$ cat src/rtl/vga_timing_rx.sv
// VGA stream receiver: measures line/frame geometry, locks onto stable timing
// and re-emits active pixels with recovered x/y coordinates.
`timescale 1ns/1ps
module vga_timing_rx #(
  parameter int unsigned LOCK_FRAMES = 2,
  parameter int unsigned CNT_W       = 12
) (
  input  logic             clk_in,
  input  logic             rst_n,
  input  logic             vga_hs,
  input  logic             vga_vs,
  input  logic             vga_href,
  input  logic [23:0]      vga_rgb,
  output logic             pix_valid,
  output logic [23:0]      pix_data,
  output logic [CNT_W-1:0] x_pos,
  output logic [CNT_W-1:0] y_pos,
  output logic             frame_start,
  output logic             locked,
  output logic             err_pulse,
  output logic [CNT_W-1:0] meas_h_total,
  output logic [CNT_W-1:0] meas_h_disp,
  output logic [CNT_W-1:0] meas_v_total,
  output logic [CNT_W-1:0] meas_v_disp
);

  typedef enum logic [1:0] {SEARCH, MEASURE, VERIFY, LOCKED} state_e;

  localparam logic [CNT_W-1:0] CNT_MAX = '1;
  localparam logic [CNT_W-1:0] CNT_ONE = CNT_W'(1);
  localparam logic [3:0]       LOCK_N  = 4'(LOCK_FRAMES);

  logic        hs_s1_q, hs_s2_q, vs_s1_q, vs_s2_q, href_s1_q;
  logic [23:0] rgb_s1_q;

  // NOTE: sequential state uses non-blocking assignments so every register samples pre-edge values.
  always_ff @(posedge clk_in or negedge rst_n) begin
    if (!rst_n) begin
      hs_s1_q   <= 1'b0;
      hs_s2_q   <= 1'b0;
      vs_s1_q   <= 1'b0;
      vs_s2_q   <= 1'b0;
      href_s1_q <= 1'b0;
      rgb_s1_q  <= '0;
    end else begin
      hs_s1_q   <= vga_hs;
      hs_s2_q   <= hs_s1_q;
      vs_s1_q   <= vga_vs;
      vs_s2_q   <= vs_s1_q;
      href_s1_q <= vga_href;
      rgb_s1_q  <= vga_rgb;
    end
  end

  logic             hs_fall, vs_fall, sat;
  logic [CNT_W-1:0] h_cnt_q, h_cnt_d, act_cnt_q, act_cnt_d, act_base;
  logic [CNT_W-1:0] v_lines_q, v_lines_d, v_act_q, v_act_d;
  logic [CNT_W-1:0] line_total;
  logic             line_ok_q, line_end, line_act, line_bad, v_bad;

  state_e           state_q;
  logic [CNT_W-1:0] ref_h_total_q, ref_h_disp_q, ref_v_total_q, ref_v_disp_q;
  logic             have_h_q, have_d_q, frame_bad_q, err_q;
  logic [3:0]       match_q;

  assign hs_fall    = hs_s2_q & ~hs_s1_q;
  assign vs_fall    = vs_s2_q & ~vs_s1_q;
  assign sat        = (h_cnt_q == CNT_MAX);
  assign line_total = h_cnt_q + CNT_ONE;
  assign line_act   = (act_cnt_q != '0);
  // Only lines opened after the last entry to MEASURE are trusted for checks.
  assign line_end   = hs_fall & line_ok_q;
  assign line_bad   = line_end & ((line_total != ref_h_total_q) |
                                  (line_act & (act_cnt_q != ref_h_disp_q)));
  assign v_bad      = (v_lines_q != ref_v_total_q) | (v_act_q != ref_v_disp_q);

  // NOTE: every always_comb output gets a default first, so no path can infer a latch.
  always_comb begin
    h_cnt_d = h_cnt_q;
    if (hs_fall)   h_cnt_d = '0;
    else if (!sat) h_cnt_d = h_cnt_q + CNT_ONE;

    act_base  = hs_fall ? '0 : act_cnt_q;
    act_cnt_d = act_base + CNT_W'(href_s1_q);

    v_lines_d = v_lines_q;
    if (hs_fall) v_lines_d = v_lines_q + CNT_ONE;
    if (vs_fall) v_lines_d = hs_fall ? CNT_ONE : '0;

    v_act_d = v_act_q;
    if (hs_fall && line_act) v_act_d = v_act_q + CNT_ONE;
    if (vs_fall)             v_act_d = '0;
  end

  always_ff @(posedge clk_in or negedge rst_n) begin
    if (!rst_n) begin
      h_cnt_q   <= '0;
      act_cnt_q <= '0;
      v_lines_q <= '0;
      v_act_q   <= '0;
    end else begin
      h_cnt_q   <= h_cnt_d;
      act_cnt_q <= act_cnt_d;
      v_lines_q <= v_lines_d;
      v_act_q   <= v_act_d;
    end
  end

  logic to_measure;

  always_comb begin
    to_measure = 1'b0;
    if (!sat) begin
      case (state_q)
        SEARCH:  to_measure = vs_fall;
        VERIFY:  to_measure = vs_fall & (frame_bad_q | line_bad | v_bad);
        LOCKED:  to_measure = line_bad | (vs_fall & v_bad);
        default: to_measure = 1'b0;
      endcase
    end
  end

  always_ff @(posedge clk_in or negedge rst_n) begin
    if (!rst_n) begin
      state_q       <= SEARCH;
      ref_h_total_q <= '0;
      ref_h_disp_q  <= '0;
      ref_v_total_q <= '0;
      ref_v_disp_q  <= '0;
      have_h_q      <= 1'b0;
      have_d_q      <= 1'b0;
      line_ok_q     <= 1'b0;
      frame_bad_q   <= 1'b0;
      match_q       <= '0;
      err_q         <= 1'b0;
    end else begin
      err_q <= 1'b0;
      if (hs_fall) line_ok_q <= 1'b1;
      if (sat) begin
        state_q   <= SEARCH;
        line_ok_q <= 1'b0;
        err_q     <= (state_q == LOCKED);
      end else begin
        case (state_q)
          SEARCH: if (vs_fall) state_q <= MEASURE;
          MEASURE: begin
            if (line_end) begin
              if (!have_h_q || line_total != ref_h_total_q) begin
                ref_h_total_q <= line_total;
                have_h_q      <= 1'b1;
              end
              if (line_act && (!have_d_q || act_cnt_q != ref_h_disp_q)) begin
                ref_h_disp_q <= act_cnt_q;
                have_d_q     <= 1'b1;
              end
            end
            if (vs_fall) begin
              ref_v_total_q <= v_lines_q;
              ref_v_disp_q  <= v_act_q;
              match_q       <= '0;
              frame_bad_q   <= 1'b0;
              state_q       <= VERIFY;
            end
          end
          VERIFY: begin
            if (vs_fall) begin
              frame_bad_q <= 1'b0;
              if (to_measure) begin
                state_q       <= MEASURE;
                ref_v_total_q <= v_lines_q;
                ref_v_disp_q  <= v_act_q;
              end else begin
                match_q <= match_q + 4'd1;
                if (match_q + 4'd1 == LOCK_N) state_q <= LOCKED;
              end
            end else if (line_bad) begin
              frame_bad_q <= 1'b1;
            end
          end
          LOCKED: begin
            if (to_measure) begin
              state_q <= MEASURE;
              err_q   <= 1'b1;
              if (vs_fall) begin
                ref_v_total_q <= v_lines_q;
                ref_v_disp_q  <= v_act_q;
              end
            end
          end
          default: state_q <= SEARCH;
        endcase
        if (to_measure) begin
          line_ok_q <= hs_fall;
          have_h_q  <= 1'b0;
          have_d_q  <= 1'b0;
        end
      end
    end
  end

  logic             pix_ok;
  logic             pix_valid_q, frame_start_q;
  logic [23:0]      pix_data_q;
  logic [CNT_W-1:0] x_q, y_q;

  assign pix_ok = (state_q == LOCKED) & href_s1_q;

  always_ff @(posedge clk_in or negedge rst_n) begin
    if (!rst_n) begin
      pix_valid_q   <= 1'b0;
      pix_data_q    <= '0;
      x_q           <= '0;
      y_q           <= '0;
      frame_start_q <= 1'b0;
    end else begin
      pix_valid_q   <= pix_ok;
      pix_data_q    <= pix_ok ? rgb_s1_q : '0;
      frame_start_q <= vs_fall;
      if (pix_ok) begin
        x_q <= act_base;
        y_q <= v_act_d;
      end
    end
  end

  assign pix_valid    = pix_valid_q;
  assign pix_data     = pix_data_q;
  assign x_pos        = x_q;
  assign y_pos        = y_q;
  assign frame_start  = frame_start_q;
  assign locked       = (state_q == LOCKED);
  assign err_pulse    = err_q;
  assign meas_h_total = ref_h_total_q;
  assign meas_h_disp  = ref_h_disp_q;
  assign meas_v_total = ref_v_total_q;
  assign meas_v_disp  = ref_v_disp_q;

endmodule

$ cat config.mk
export PLATFORM = sky130hd
export DESIGN_NAME = vga_timing_rx
export DESIGN_NICKNAME = d
export VERILOG_FILES = /design/src/rtl/vga_timing_rx.sv
export SDC_FILE = /design/constraint.sdc
export NUM_CORES = 1
export LEC_CHECK = 0
export ABC_AREA = 1
export CAP_MARGIN = 25
export CORE_MARGIN = 2
export CORE_UTILIZATION = 45
export DETAILED_ROUTE_END_ITERATION = 8
export PLACE_DENSITY_LB_ADDON = 0.25
export SLEW_MARGIN = 20
export SYNTH_ARGS = -nofsm -noshare
export SYNTH_HDL_FRONTEND = slang
export SYNTH_SLANG_ARGS = --single-unit
$ cat constraint.sdc
create_clock -name clk_in -period 2.5 [get_ports clk_in]
set_clock_uncertainty 0.15 [all_clocks]
set_input_delay 0.5 -clock clk_in [delete_from_list [all_inputs] [get_ports clk_in]]
set_output_delay 0.5 -clock clk_in [all_outputs]
set_load 0.01 [all_outputs]
==> results.yml, run 1 <==
power_and_ir_drop:
  p_int_mw: 5.71
  sequentialPowerShare_pct: 43.5
  p_sw_share_pct: 32.3
  total_power_mw: 8.44
  switchingPower_mw: 2.73
  powerDensity_mw_per_mm2: 786
  p_clk_share_pct: 30.6
  comb_power_share_pct: 25.9
  p_leak_nw: 5.21
  peakVddDrop_mv: 0.495
sta:
  setup_ws_ps: -5.56
  period_share_pct: 100
  drv_slew: 0
  rsz0062_at_grt: "yes"
  relSlewSlack_pct: 66.9
  period_needed_ps: 2510
  hold_violations: 0
  worst_slew_pin_slew_ps: 497
  finalSetupViolations: 1
  max_freq_mhz: 399
  hold-worst-slack_ps: 227
setup_path:
  required_ps: 2670
  path_max_fanout: 24
  critPathCaptureType: "register"
  cp.arrival_ps: 2680
  path_class: "register to register"
  worst_setup_path_start_kind: "register"
clock_tree:
  cts_made_buffers: 17
  cts_max_level: 4
  clock_path_buffers: 2
  clock_latency_ps: 430
  cts.sinks: 186
  clkSlewWorstSetupHoldPaths_ps: 70
  cts_root_buf: "clkbuf_16"
  cts_tree: "done"
place:
  place_area_mm2: 0.00998
  routabilityCongestion: 0.867
  portBuffers: 128
  dp_slack_ps: -133
  hpwl_mm: 13.1
logic_synthesis:
  synth_edf_count: 0
  synth.avg_cell_area_um2: 8.90
  synth_fp_nets: 956
  yosysUniqueCellTypes: 36
  synth-main-ff-cell: "dfrtp_1"
  async_flop_share_pct: 100
  yosys_warnings: 0
  ys_seq_elements: 186
  seq_area_frac_synth_pct: 57.2
  synth_cells: 915
  syn_area_mm2: 0.00814
final_layout:
  diodes: 0
  syn_to_final_growth_pct: 31.8
  final_nets: 1128
  drive_gt1_share_pct: 12.3
  fin_area_mm2: 0.0107
  layout_common_cells: "nand2_1, dfrtp_1, clkdlybuf4s50_1"
  final_common_cell: "nand2_1"
floorplanning:
  die_x_um: 138
  rows: 49
  coreArea_mm2: 0.0178
  die_h_um: 138
  die_area_mm2: 0.0192
  initial_core_util_pct: 45.6
  ios: 129
job:
  maxCapViolations: 0
run_status:
  status: "finished, violations left"
  violations: "negative setup slack"
grt:
  grt_max_degree: 61
  antenna_found_initial: 0
  gr-total-overflow: 0
  grt_pass1_wl_mm: 31.6
  grt_usage_pct: 20.2
  grt_pass1_vias: 6460
routing:
  wl_per_cell_um: 14.0
  vias: 6506
  drtAntennaViolNets: 0
  first_pass_iters: 4
  drt_iter0_drc: 356
  postRouteWirelength_mm: 18.6
  via_per_inst: 4.90
  drc_errors: 0
min_path:
  min-delay-path-class: "register to register"
[metrics by stage]
step                util (%)  std cells  setup TNS [ps]
global route            60.1       1329           -5410
detailed placement      56.0       1293           -2930
global placement        56.0       1293            -873
CTS                     59.3       1326            -188
finish                  60.1       1329           -5.56
floorplan                  -        915               0
[flip-flops by register name, indices dropped and copies added (netlist names), 2 cells and up]
register and cells:
v_lines_q 12, v_act_q 12, meas_v_disp 12, y_pos 12, rgb_s1_q 24, h_cnt_q 12
match_q 4, act_cnt_q 12, x_pos 12, meas_h_total 12, meas_h_disp 12, pix_data 24
meas_v_total 12, state_q 2
[synthesized netlist by cell type (all sizes together), types with 4 or more instances]
| library cell | count | area [um2] |
|---|---|---|
| a21oi | 26 | 130 |
| a31oi | 6 | 37.5 |
| buf | 7 | 43.8 |
| clkbuf | 17 | 63.8 |
| dfrtp | 186 | 4650 |
| ha | 12 | 150 |
| inv | 118 | 443 |
| mux2 | 4 | 45.0 |
| nand2 | 232 | 891 |
| nand3 | 72 | 375 |
| nand3b | 6 | 45.0 |
| nand4 | 12 | 75.1 |
| nor2 | 84 | 335 |
| nor3 | 13 | 70.1 |
| nor4 | 5 | 31.3 |
| o21ai | 63 | 315 |
| or2 | 6 | 37.5 |
| xnor2 | 15 | 131 |
| xor2 | 25 | 219 |
[layer usage]
metal | vias up | part of all wire, % | global-route usage (%)
met5 | - | 0 | 0
met4 | 0 | 0.91 | 5.10
met3 | 13 | 6.3 | 6.89
met2 | 116 | 47 | 32.3
met1 | 3136 | 46 | 26.8
li1 | 3241 | - | -
[worst max-delay path: stages, from the launching register on]
cell	delay, ps
dfrtp_1	390
ha_2	210
buf_4	140
or2_2	260
nand3b_1	80
nand2_1	60
inv_1	40
nand4_1	100
nor2_2	120
nand3_1	80
nand2_1	80
nand2_1	50
nand2_1	70
nand2_2	70
nand3_2	90
nand2_4	80
buf_12	170
nand3_1	80
nand2_1	60
[timing repair]
action	CTS	global route
setup buffers	0	3
resized for setup	6	28
hold buffers	1	0
hold endpoints to repair	55	0
pin swaps	2	4
endpoints found under the setup margin	38	54
gates cloned	0	0
[power by group through the flow]
stage | Clock, mW | Sequential (mW) | Combinational (mW)
2_1_floorplan | 0 | 3.76 | 1.09
3_3_place_gp | 0 | 3.72 | 2.09
3_5_place_dp | 0 | 3.72 | 2.13
4_1_cts | 2.63 | 3.67 | 2.17
5_1_grt | 2.75 | 3.72 | 2.44
6_report | 2.58 | 3.67 | 2.19
[kinds of logic after synthesis]
logic type,Yosys count,synth area share [%]
XOR/XNOR,40,4.30
buffers and inverters,142,6.76
flip-flops,186,57.2
AO/OA/AOI/OAI,100,6.41
multiplexers,4,0.553
adder cells (fa/ha/maj),12,1.84
AND/OR/NAND/NOR,431,22.9
[worst paths after layout]
kind / from / end / slack (ps) / depth (start not counted)
hold reg to reg: vs_s1_q / vs_s2_q / 230 / 0
max in group asynchronous: rst_n / h_cnt_q[2] / 1040 / 3
hold / removal: vs_s1_q / vs_s2_q / 230 / 0
setup / recovery: h_cnt_q[0] / meas_v_disp[1] / -6 / 18
setup reg to reg: h_cnt_q[0] / meas_v_disp[1] / -6 / 18
min in group asynchronous: rst_n / rgb_s1_q[15] / 440 / 2
[final cells by class]
type                       instances  area (um2)
fill                            1548        7110
sequential                       186        4660
multi-input combinational        587        3060
timing repair buffer             177        1710
inverter                         118         447
clock buffer                      18         439
tap                              229         287
clock inverter                    14         134
No activity file was read; power rests on OpenSTA's default activity.
==> run 2: changes to the inputs <==
CELL_PAD_IN_SITES_DETAIL_PLACEMENT = 0   (was default)
CELL_PAD_IN_SITES_GLOBAL_PLACEMENT = 1   (was default)
CORE_UTILIZATION = 41   (was 45)
==> run 2 against run 1 <==
The flow still finishes with violations (negative setup slack). Routed wire length increased by 6.6%. Via count up 1.2%. Clock power is 6% higher. Sequential share of layout area decreased by 1.9 points. Global-route usage decreased by 1.2 points.
==> results.yml, run 2 (synthesis results as in run 1) <==
routing:
  via_per_inst: 4.76
  drc_errors: 0
  first_pass_iters: 7
  vias: 6581
  drtAntennaViolNets: 0
  postRouteWirelength_mm: 19.9
  drt_iter0_drc: 340
  wl_per_cell_um: 14.4
clock_tree:
  clock_path_buffers: 2
  cts_root_buf: "clkbuf_16"
  cts.sinks: 186
  cts_max_level: 4
  cts_tree: "done"
  clkSlewWorstSetupHoldPaths_ps: 70
  cts_made_buffers: 17
  clock_latency_ps: 440
grt:
  grt_pass1_vias: 6402
  grt_max_degree: 69
  grt_usage_pct: 19.1
  antenna_found_initial: 0
  grt_pass1_wl_mm: 32.4
  gr-total-overflow: 0
sta:
  max_freq_mhz: 384
  rsz0062_at_grt: "yes"
  worst_slew_pin_slew_ps: 595
  finalSetupViolations: 25
  setup_ws_ps: -107
  relSlewSlack_pct: 60.3
  period_share_pct: 104
  drv_slew: 0
  period_needed_ps: 2610
  hold_violations: 0
setup_path:
  cp_slowest_stage_delay_ps: 420
  critPathCaptureType: "register"
  worst_setup_path_start_kind: "register"
  path_max_fanout: 6
  required_ps: 2670
  path_class: "register to register"
  cp_slowest_cell: "dfrtp_1"
  path_buf_inv: 1
  cp_top_family: "simple AND/OR/NAND/NOR gates"
  path_common_cell: "nand2_1"
  crit_chain: "ha_4 > nand3_4 > nor2_4 > nand2_1 > nand2_2 > nand3_1 > nand2_1 > nand3_2 > nor2_4 > nand3_2 > nand2_2 > nand2_1 > nand2_1 > nand2_2 > nand3_4 > nand2_8 > clkbuf_16 > nand3_1 > nand2_1"
  cp.arrival_ps: 2780
final_layout:
  register_area_mm2: 0.00466
  syn_to_final_growth_pct: 37.9
  fillers: 1737
  final_nets: 1145
  final_common_cell: "nand2_1"
  drive_gt1_share_pct: 16.7
  finalNonFillerCells: 1382
  layout_common_cells: "nand2_1, dfrtp_1, clkdlybuf4s50_1"
  fin_area_mm2: 0.0112
  multi_input_area_mm2: 0.00330
  diodes: 0
  final_core_util_pct: 57.7
place:
  dpl.cell_count: 1340
  place_area_mm2: 0.0101
  hpwl_mm: 13.6
  routabilityCongestion: 0.842
  dp_slack_ps: -42.7
  portBuffers: 128
power_and_ir_drop:
  p_leak_nw: 5.38
  total_power_mw: 8.90
  powerDensity_mw_per_mm2: 793
  peakVddDrop_mv: 0.545
floorplanning:
  rows: 51
  coreArea_mm2: 0.0195
  die_x_um: 145
  die_h_um: 145
  die_area_mm2: 0.0210
  initial_core_util_pct: 41.8
  ios: 129
run_status:
  status: "finished, violations left"
  violations: "negative setup slack"
job:
  maxCapViolations: 0
min_path:
  min-delay-path-class: "register to register"
-- run 2: cell types whose count changed in the layout (fill, tap and decap cells not counted), sizes merged --
cell,before,now
inv,122,125
bufinv,0,1
clkinvlp,4,1
clkinv,6,5
nand2,232,233
buf,48,62
clkbuf,19,21
-- run 2: worst register-to-register path, cell delays in order, from the launching register on --
cell       delay, ps
dfrtp_1          420
ha_4             200
nand3_4          100
nor2_4           180
nand2_1           80
nand2_2           80
nand3_1           70
nand2_1           90
nand3_2           90
nor2_4           130
nand3_2          100
nand2_2           80
nand2_1           50
nand2_1           70
nand2_2           90
nand3_4          100
nand2_8          120
clkbuf_16        190
nand3_1           60
nand2_1           50
-- run 2: per-stage QoR --
stage / hold WS, ps / TNS [ps]
floorplan: 54.4 / 0
global placement: 209 / 0
global route: 248 / -7460
CTS: 233 / 0
detailed placement: 218 / -681
finish: 230 / -1930
-- run 2: layout make-up --
class | instances | area share [%]
inverter | 118 | 3.97
clock inverter | 14 | 1.59
sequential | 186 | 41.5
multi-input combinational | 588 | 29.4
tap | 265 | 2.95
timing repair buffer | 193 | 16.8
clock buffer | 18 | 3.82
-- run 2: worst paths after layout --
path | from | end | slack [ps] | depth (start not counted)
min in group asynchronous | rst_n | match_q[1] | 500 | 2
hold reg to reg | vs_s1_q | vs_s2_q | 230 | 0
max in group asynchronous | rst_n | meas_v_disp[6] | 1080 | 3
hold / removal | vs_s1_q | vs_s2_q | 230 | 0
setup reg to reg | h_cnt_q[1] | meas_v_disp[0] | -110 | 19
setup / recovery | h_cnt_q[1] | meas_v_disp[0] | -110 | 19
-- run 2: power breakdown --
part / internal (mW) / leakage, nW / switching (mW)
clock network: 1.44 / 0.294 / 1.30
registers: 3.36 / 2.47 / 0.313
logic: 1.17 / 2.61 / 1.31
total: 5.97 / 5.38 / 2.93
-- run 2: metal layers --
| layer | wire, um | track usage [%] | vias to the layer above |
|---|---|---|---|
| li1 | - | - | 3269 |
| met1 | 9040 | 25.4 | 3152 |
| met2 | 9390 | 30.2 | 144 |
| met3 | 1220 | 5.82 | 16 |
| met4 | 213 | 5.25 | 0 |
| met5 | 0 | 0 | - |
-- run 2: timing repair --
action | in CTS | in global routing
gates resized for setup | 8 | 82
gates cloned | 0 | 3
hold endpoints to repair | 62 | 0
setup endpoints to repair | 28 | 53
pin swaps | 1 | 47
hold buffers | 1 | 0
setup buffers | 0 | 6
